==> src/rtl/fifo_arb_pkg.sv <==
// Shared types and helpers for the AsyncFifo write-side arbiter and its read-side sibling.
// Pure definitions: no latency and no backpressure of its own.
package fifo_arb_pkg;

  typedef enum logic {
    IDLE  = 1'b0,
    BURST = 1'b1
  } arb_state_e;

  localparam int STATS_W  = 32;
  localparam int PICK_MAX = 32;

  // First set bit of valid at or above start, wrapping modulo n (n <= PICK_MAX).
  function automatic int rr_pick(input logic [PICK_MAX-1:0] valid, input int start, input int n);
    int idx;
    rr_pick = start;
    for (int k = PICK_MAX - 1; k >= 0; k--) begin
      if (k < n) begin
        idx = (start + k) % n;
        if (valid[idx[4:0]]) rr_pick = idx;
      end
    end
  endfunction

endpackage

==> src/rtl/rr_priority_pick.sv <==
// Round-robin pick: rotate by start, priority-encode lowest set bit, un-rotate. Combinational.
// No backpressure; any is low when no request is present and idx is then start.
module rr_priority_pick #(
  parameter int N = 4
) (
  input  logic [N-1:0]         valid,
  input  logic [$clog2(N)-1:0] start,
  output logic                 any,
  output logic [$clog2(N)-1:0] idx
);

  localparam int IW = $clog2(N);
  localparam logic [IW:0] N_V = (IW+1)'(N);

  logic [2*N-1:0] dbl;
  logic [N-1:0]   rot;
  logic [IW-1:0]  off;
  logic [IW:0]    sum;

  assign any = |valid;

  always_comb begin
    dbl = {valid, valid} >> start;
    rot = dbl[N-1:0];
    off = '0;
    // Descending scan so the lowest rotated position wins.
    for (int i = N - 1; i >= 0; i--) begin
      if (rot[i]) off = IW'(i);
    end
    sum = {1'b0, off} + {1'b0, start};
    idx = (sum >= N_V) ? IW'(sum - N_V) : IW'(sum);
  end

endmodule

==> src/rtl/fifo_wr_arbiter.sv <==
// Round-robin burst arbiter onto the AsyncFifo write port; beats pass combinationally, 1-cycle bubble per grant.
// wr_full stalls the granted requester indefinitely. FIFO_WR_ARB_STATS_EN adds beat_count and stall_cycles.
module fifo_wr_arbiter
  import fifo_arb_pkg::*;
#(
  parameter int BITS      = 32,
  parameter int NUM_REQ   = 4,
  parameter int MAX_BURST = 8
) (
  input  logic                       wr_clk,
  input  logic                       wr_rst,
  input  logic [NUM_REQ-1:0]         req_valid,
  input  logic [NUM_REQ-1:0]         req_last,
  input  logic [NUM_REQ*BITS-1:0]    req_data,
  output logic [NUM_REQ-1:0]         req_ready,
  output logic                       fifo_wr_en,
  output logic [BITS-1:0]            fifo_wr_data,
  input  logic                       fifo_wr_full,
  output logic                       grant_valid,
  output logic [$clog2(NUM_REQ)-1:0] grant_idx
`ifdef FIFO_WR_ARB_STATS_EN
  ,
  output logic [NUM_REQ*STATS_W-1:0] beat_count,
  output logic [STATS_W-1:0]         stall_cycles
`endif
);

  localparam int IW = $clog2(NUM_REQ);
  localparam int CW = $clog2(MAX_BURST + 1);
  localparam logic [CW-1:0] LAST_CNT = CW'(MAX_BURST - 1);
  localparam logic [IW-1:0] TOP_IDX  = IW'(NUM_REQ - 1);

  arb_state_e    state, state_nxt;
  logic [IW-1:0] grant_nxt, rr_ptr, rr_nxt, pick_idx;
  logic [CW-1:0] beat_cnt, cnt_nxt;
  logic          pick_any, in_burst, g_vld, g_last, accept;
  logic [BITS-1:0] req_arr [NUM_REQ];

  for (genvar i = 0; i < NUM_REQ; i++) begin : g_unpack
    assign req_arr[i] = req_data[i*BITS +: BITS];
  end

  rr_priority_pick #(.N(NUM_REQ)) u_pick (
    .valid (req_valid),
    .start (rr_ptr),
    .any   (pick_any),
    .idx   (pick_idx)
  );

  assign in_burst = (state == BURST);
  assign g_vld    = req_valid[grant_idx];
  assign g_last   = req_last[grant_idx];
  // Reset cycle must never accept a beat, even if the old state was BURST.
  assign accept       = in_burst && g_vld && !fifo_wr_full && !wr_rst;
  assign fifo_wr_en   = accept;
  assign fifo_wr_data = in_burst ? req_arr[grant_idx] : '0;
  assign grant_valid  = in_burst && !wr_rst;

  always_comb begin
    req_ready = '0;
    if (in_burst && !wr_rst) req_ready[grant_idx] = !fifo_wr_full;
  end

  always_comb begin
    state_nxt = state;
    grant_nxt = grant_idx;
    cnt_nxt   = beat_cnt;
    rr_nxt    = rr_ptr;
    case (state)
      IDLE: begin
        if (pick_any) begin
          state_nxt = BURST;
          grant_nxt = pick_idx;
          cnt_nxt   = '0;
        end
      end
      BURST: begin
        if (accept) cnt_nxt = beat_cnt + 1'b1;
        if ((accept && (g_last || beat_cnt == LAST_CNT)) || !g_vld) begin
          state_nxt = IDLE;
          rr_nxt    = (grant_idx == TOP_IDX) ? '0 : grant_idx + 1'b1;
        end
      end
      default: state_nxt = IDLE;
    endcase
  end

  always_ff @(posedge wr_clk) begin
    if (wr_rst) begin
      state     <= IDLE;
      grant_idx <= '0;
      beat_cnt  <= '0;
      rr_ptr    <= '0;
    end else begin
      state     <= state_nxt;
      grant_idx <= grant_nxt;
      beat_cnt  <= cnt_nxt;
      rr_ptr    <= rr_nxt;
    end
  end

`ifdef FIFO_WR_ARB_STATS_EN
  logic [STATS_W-1:0] beat_cnt_arr [NUM_REQ];

  for (genvar i = 0; i < NUM_REQ; i++) begin : g_stats
    always_ff @(posedge wr_clk) begin
      if (wr_rst) beat_cnt_arr[i] <= '0;
      else if (accept && grant_idx == IW'(i)) beat_cnt_arr[i] <= beat_cnt_arr[i] + 1'b1;
    end
    assign beat_count[i*STATS_W +: STATS_W] = beat_cnt_arr[i];
  end

  // Stall = granted requester has a beat but the FIFO is full; saturates.
  always_ff @(posedge wr_clk) begin
    if (wr_rst) stall_cycles <= '0;
    else if (in_burst && g_vld && fifo_wr_full && stall_cycles != '1)
      stall_cycles <= stall_cycles + 1'b1;
  end
`endif

endmodule

==> config.mk <==
export PLATFORM = sky130hd
export DESIGN_NAME = fifo_wr_arbiter
export DESIGN_NICKNAME = d
export VERILOG_FILES = /design/src/rtl/fifo_arb_pkg.sv /design/src/rtl/rr_priority_pick.sv /design/src/rtl/fifo_wr_arbiter.sv
export SDC_FILE = /design/constraint.sdc
export NUM_CORES = 1
export LEC_CHECK = 0
export ABC_CLOCK_PERIOD_IN_PS = 2100
export BUFFER_PORTS_ARGS = -buffer_cell sky130_fd_sc_hd__buf_2
export CAP_MARGIN = 10
export CORE_MARGIN = 4
export CORE_UTILIZATION = 36
export CTS_BUF_LIST = sky130_fd_sc_hd__clkbuf_8
export CTS_CLUSTER_SIZE = 25
export DETAILED_ROUTE_END_ITERATION = 8
export PLACE_DENSITY = 0.82
export SETUP_SLACK_MARGIN = 0.15
export SYNTH_ARGS = -nofsm -noshare
export SYNTH_HDL_FRONTEND = slang
export SYNTH_SLANG_ARGS = --single-unit
==> constraint.sdc <==
create_clock -name wr_clk -period 2.1 [get_ports wr_clk]
set_input_delay 0.42 -clock wr_clk [delete_from_list [all_inputs] [get_ports wr_clk]]
set_output_delay 0.42 -clock wr_clk [all_outputs]
set_load 0.05 [all_outputs]
==> impl_metrics.csv <==
group,metric,value,unit
place,port-buffer-count,178,
synthesis,synth_fa_ha_area_frac,0.0443,
detailed_routing,vias,2249,
die,start_util,0.381,
synthesis,avgSynthCellArea,10.5,µm²
place,hpwl,5780,µm
layout,drive_gt1_frac,0.817,
clock_tree,cts_tree,"yes",
pwr,p_sw,0.893,mW
critical_path,crit_path_start_kind,"flip-flop",
die,io_pins,179,
worst_hold_path,hold_start,"beat_cnt[3]$_SDFFE_PP0P_",
worst_hold_path,min_path_cells,1,
critical_path,cp_max_fo,7,
critical_path,arrival,1.72,ns
clock_tree,ctsHtreeMaxLevel,1,
timing,slew_violations,0,
layout,fin_nets,495,
synthesis,synth_compound_area_frac,0.0672,
synthesis,synth_top_area_frac,0.452,
die,chipHeight,76.6,µm
detailed_routing,drtIter0Drc,106,
clock_tree,clkLatencyLatePin,0.23,ns
die,core_area,0.00444,mm²
place,pre_cts_ws,0.177,ns
pwr,cellInternalPower,1.20,mW
critical_path,r2r_cells,10,
detailed_routing,dr.pass1.iters,4,
synthesis,synthArstFlopShare,0,
synthesis,synth_fp_nets,306,
synthesis,synth_cell_type_count,35,
layout,area_growth,96.8,%
die,die_x,76.6,µm
global_route,overflow,0,
pwr,total_power,2.09,mW
critical_path,crit_end,"fifo_wr_data[8]",
global_route,track_usage,0.276,
timing,min_period,2.14,ns
synthesis,ys_seq_area_frac,0.106,
global_route,grt_pass1_wl,12900,µm
layout,final_cell_mix,"141 x buf_2, 36 x and2_4, 34 x mux4_2",
timing,fmax,467,MHz
die,dieArea,0.00587,mm²
global_route,grt_pass1_vias,2361,
layout,final_common_cell,"buf_2",
layout,antennaDiodeCount,0,
synthesis,synth_edf_count,0,
timing,slew-limit-headroom,0.658,
synthesis,syn_area,0.00170,mm²
synthesis,synth_cells,161,
outcome,status,"complete, but fails checks",
synthesis,ys_top_cells_by_area,"mux4_2 45%, and2_1 13%, dfxtp_1 11%, ha_1 4.4%, nor2_1 3.3%",
critical_path,r2r_start,"grant_idx[0]$_SDFFE_PP0P_",
synthesis,synthSimpleGateAreaFrac,0.241,
synthesis,synthFlopType,"dfxtp_1",
critical_path,end_kind,"output port",
run,maxCapViolations,0,
pwr,power.share.clock,0.091,
detailed_routing,wl,8270,µm
timing,worst_pin_slew,0.511,ns
detailed_routing,viasPerCell,5.61,
pwr,leakage,1.58,nW
place,finalWeightedCongestion,0.833,
synthesis,synth_top_family_by_area,"multiplexers",
global_route,antenna_found_initial,1,
timing,hold_viol,0,
detailed_routing,drc,0,
pwr,power.density,626,mW/mm²
timing,grt_setup_unrepaired,"true",
clock_tree,root_buffer,"clkbuf_8",
worst_hold_path,hp-class,"flip-flop to flip-flop",
global_route,grt_max_degree,39,
clock_tree,clk_pin_slew,0.04,ns
clock_tree,clockBufferDepth,2,
clock_tree,postCtsHoldBufs,0,
clock_tree,cts.sinks,9,
detailed_routing,wl_per_cell,20.6,µm
detailed_routing,ant_nets,0,
timing,min_period_over_period,1.02,
timing,worst_slack,-0.0428,ns
synthesis,yosysTopAreaCell,"mux4_2",
clock_tree,numCtsBuffers,3,
synthesis,synth_mux_area_frac,0.469,
synthesis,yosys_warnings,0,
pwr,swShare,0.428,
timing,setup_viol,7,
timing,skew,0.00289,ns
critical_path,reg2reg_slack,0.05,ns
pwr,power_frac_seq,0.104,
critical_path,crit_start,"grant_idx[0]$_SDFFE_PP0P_",
pwr,power_frac_comb,0.805,
critical_path,worstPathRequired,1.68,ns
synthesis,synth-xor-area-share,0.0103,
die,row_count,24,
outcome,failed_checks,"negative setup slack",
synthesis,synth_seq_cells,9,
critical_path,crit_type,"flip-flop to output port",
critical_path,regToRegEndpoint,"rr_ptr[0]$_SDFFE_PP0P_",
pwr,peakVddDrop,0.512,mV
worst min-delay path by stage:
| stage | endpoint |
|---|---|
| global placement | beat_cnt[3]$_SDFFE_PP0P_ |
| floorplan | beat_cnt[3]$_SDFFE_PP0P_ |
| finish | beat_cnt[3]$_SDFFE_PP0P_ |
| global route | beat_cnt[3]$_SDFFE_PP0P_ |
| detailed placement | beat_cnt[3]$_SDFFE_PP0P_ |
| CTS | beat_cnt[3]$_SDFFE_PP0P_ |
power groups by stage:
stage	logic, mW	registers [mW]	clock network [mW]
2_1_floorplan	0.977	0.229	0
3_3_place_gp	1.26	0.216	0
3_5_place_dp	1.28	0.218	0
4_1_cts	1.61	0.218	0.193
5_1_grt	1.76	0.222	0.204
6_report	1.68	0.218	0.190
kinds of logic after synthesis:
kind of cell,Yosys count
adder cells (fa/ha/maj),6
AND/OR/NAND/NOR,70
XOR/XNOR,2
buffers and inverters,21
AO/OA/AOI/OAI,16
flip-flops,9
multiplexers,37
cells in the mapped netlist (2+ instances only):
cell	count
nor3_1	2
xnor2_1	2
o211ai_1	2
nand2b_1	2
and2_1	36
inv_1	4
o32ai_1	2
ha_1	6
o21ai_0	4
a21oi_1	2
buf_6	2
mux2i_1	3
nor2_1	15
buf_2	5
mux4_2	34
nand3_1	3
dfxtp_1	9
clkbuf_1	9
nor2b_1	3
per-layer routing:
layer,part of all wire,vias to the layer above,GRT usage
met5,0.0016,-,0
met4,0.032,2,0.0833
met3,0.072,28,0.0556
met2,0.56,133,0.529
met1,0.33,1094,0.301
li1,-,992,-
state kept, by name, indices dropped and copies added (netlist names):
name       flops
beat_cnt       4
grant_idx      2
in_burst       1
rr_ptr         2
metrics by stage:
step | util | setup TNS, ns | area, µm² | hold slack [ns] | std cells
after detailed placement | 0.613 | 0 | 2730 | 0.464 | 381
after CTS | 0.730 | -0.00714 | 3240 | 0.474 | 395
after global routing | 0.751 | -0.806 | 3340 | 0.506 | 401
after global placement | 0.613 | 0 | 2730 | 0.459 | 381
final | 0.751 | -0.116 | 3340 | 0.465 | 401
after floorplan | - | 0 | 1800 | 0.437 | 161
final cells by class:
cell class              count  area, µm²
clock inverters             1       3.75
repair buffers            201       1510
flip-flops and latches      9        186
well taps                  52       65.1
clock buffers               3       41.3
fillers                   287       1110
inverters                   4       17.5
multi-input cells         131       1510
critical path, stage by stage, from the launching register on:
cell and delay [ns]:
dfxtp_4 0.38, buf_12 0.13, buf_12 0.13, mux4_2 0.52, and2_4 0.19, buf_8 0.15
repair_timing:
action | CTS | global route
setup buffers | 9 | 6
pin swaps | 1 | 3
resized for setup | 114 | 17
endpoints found under the setup margin | 33 | 40
cloned | 1 | 0
Power figures use the tool's default switching activity.
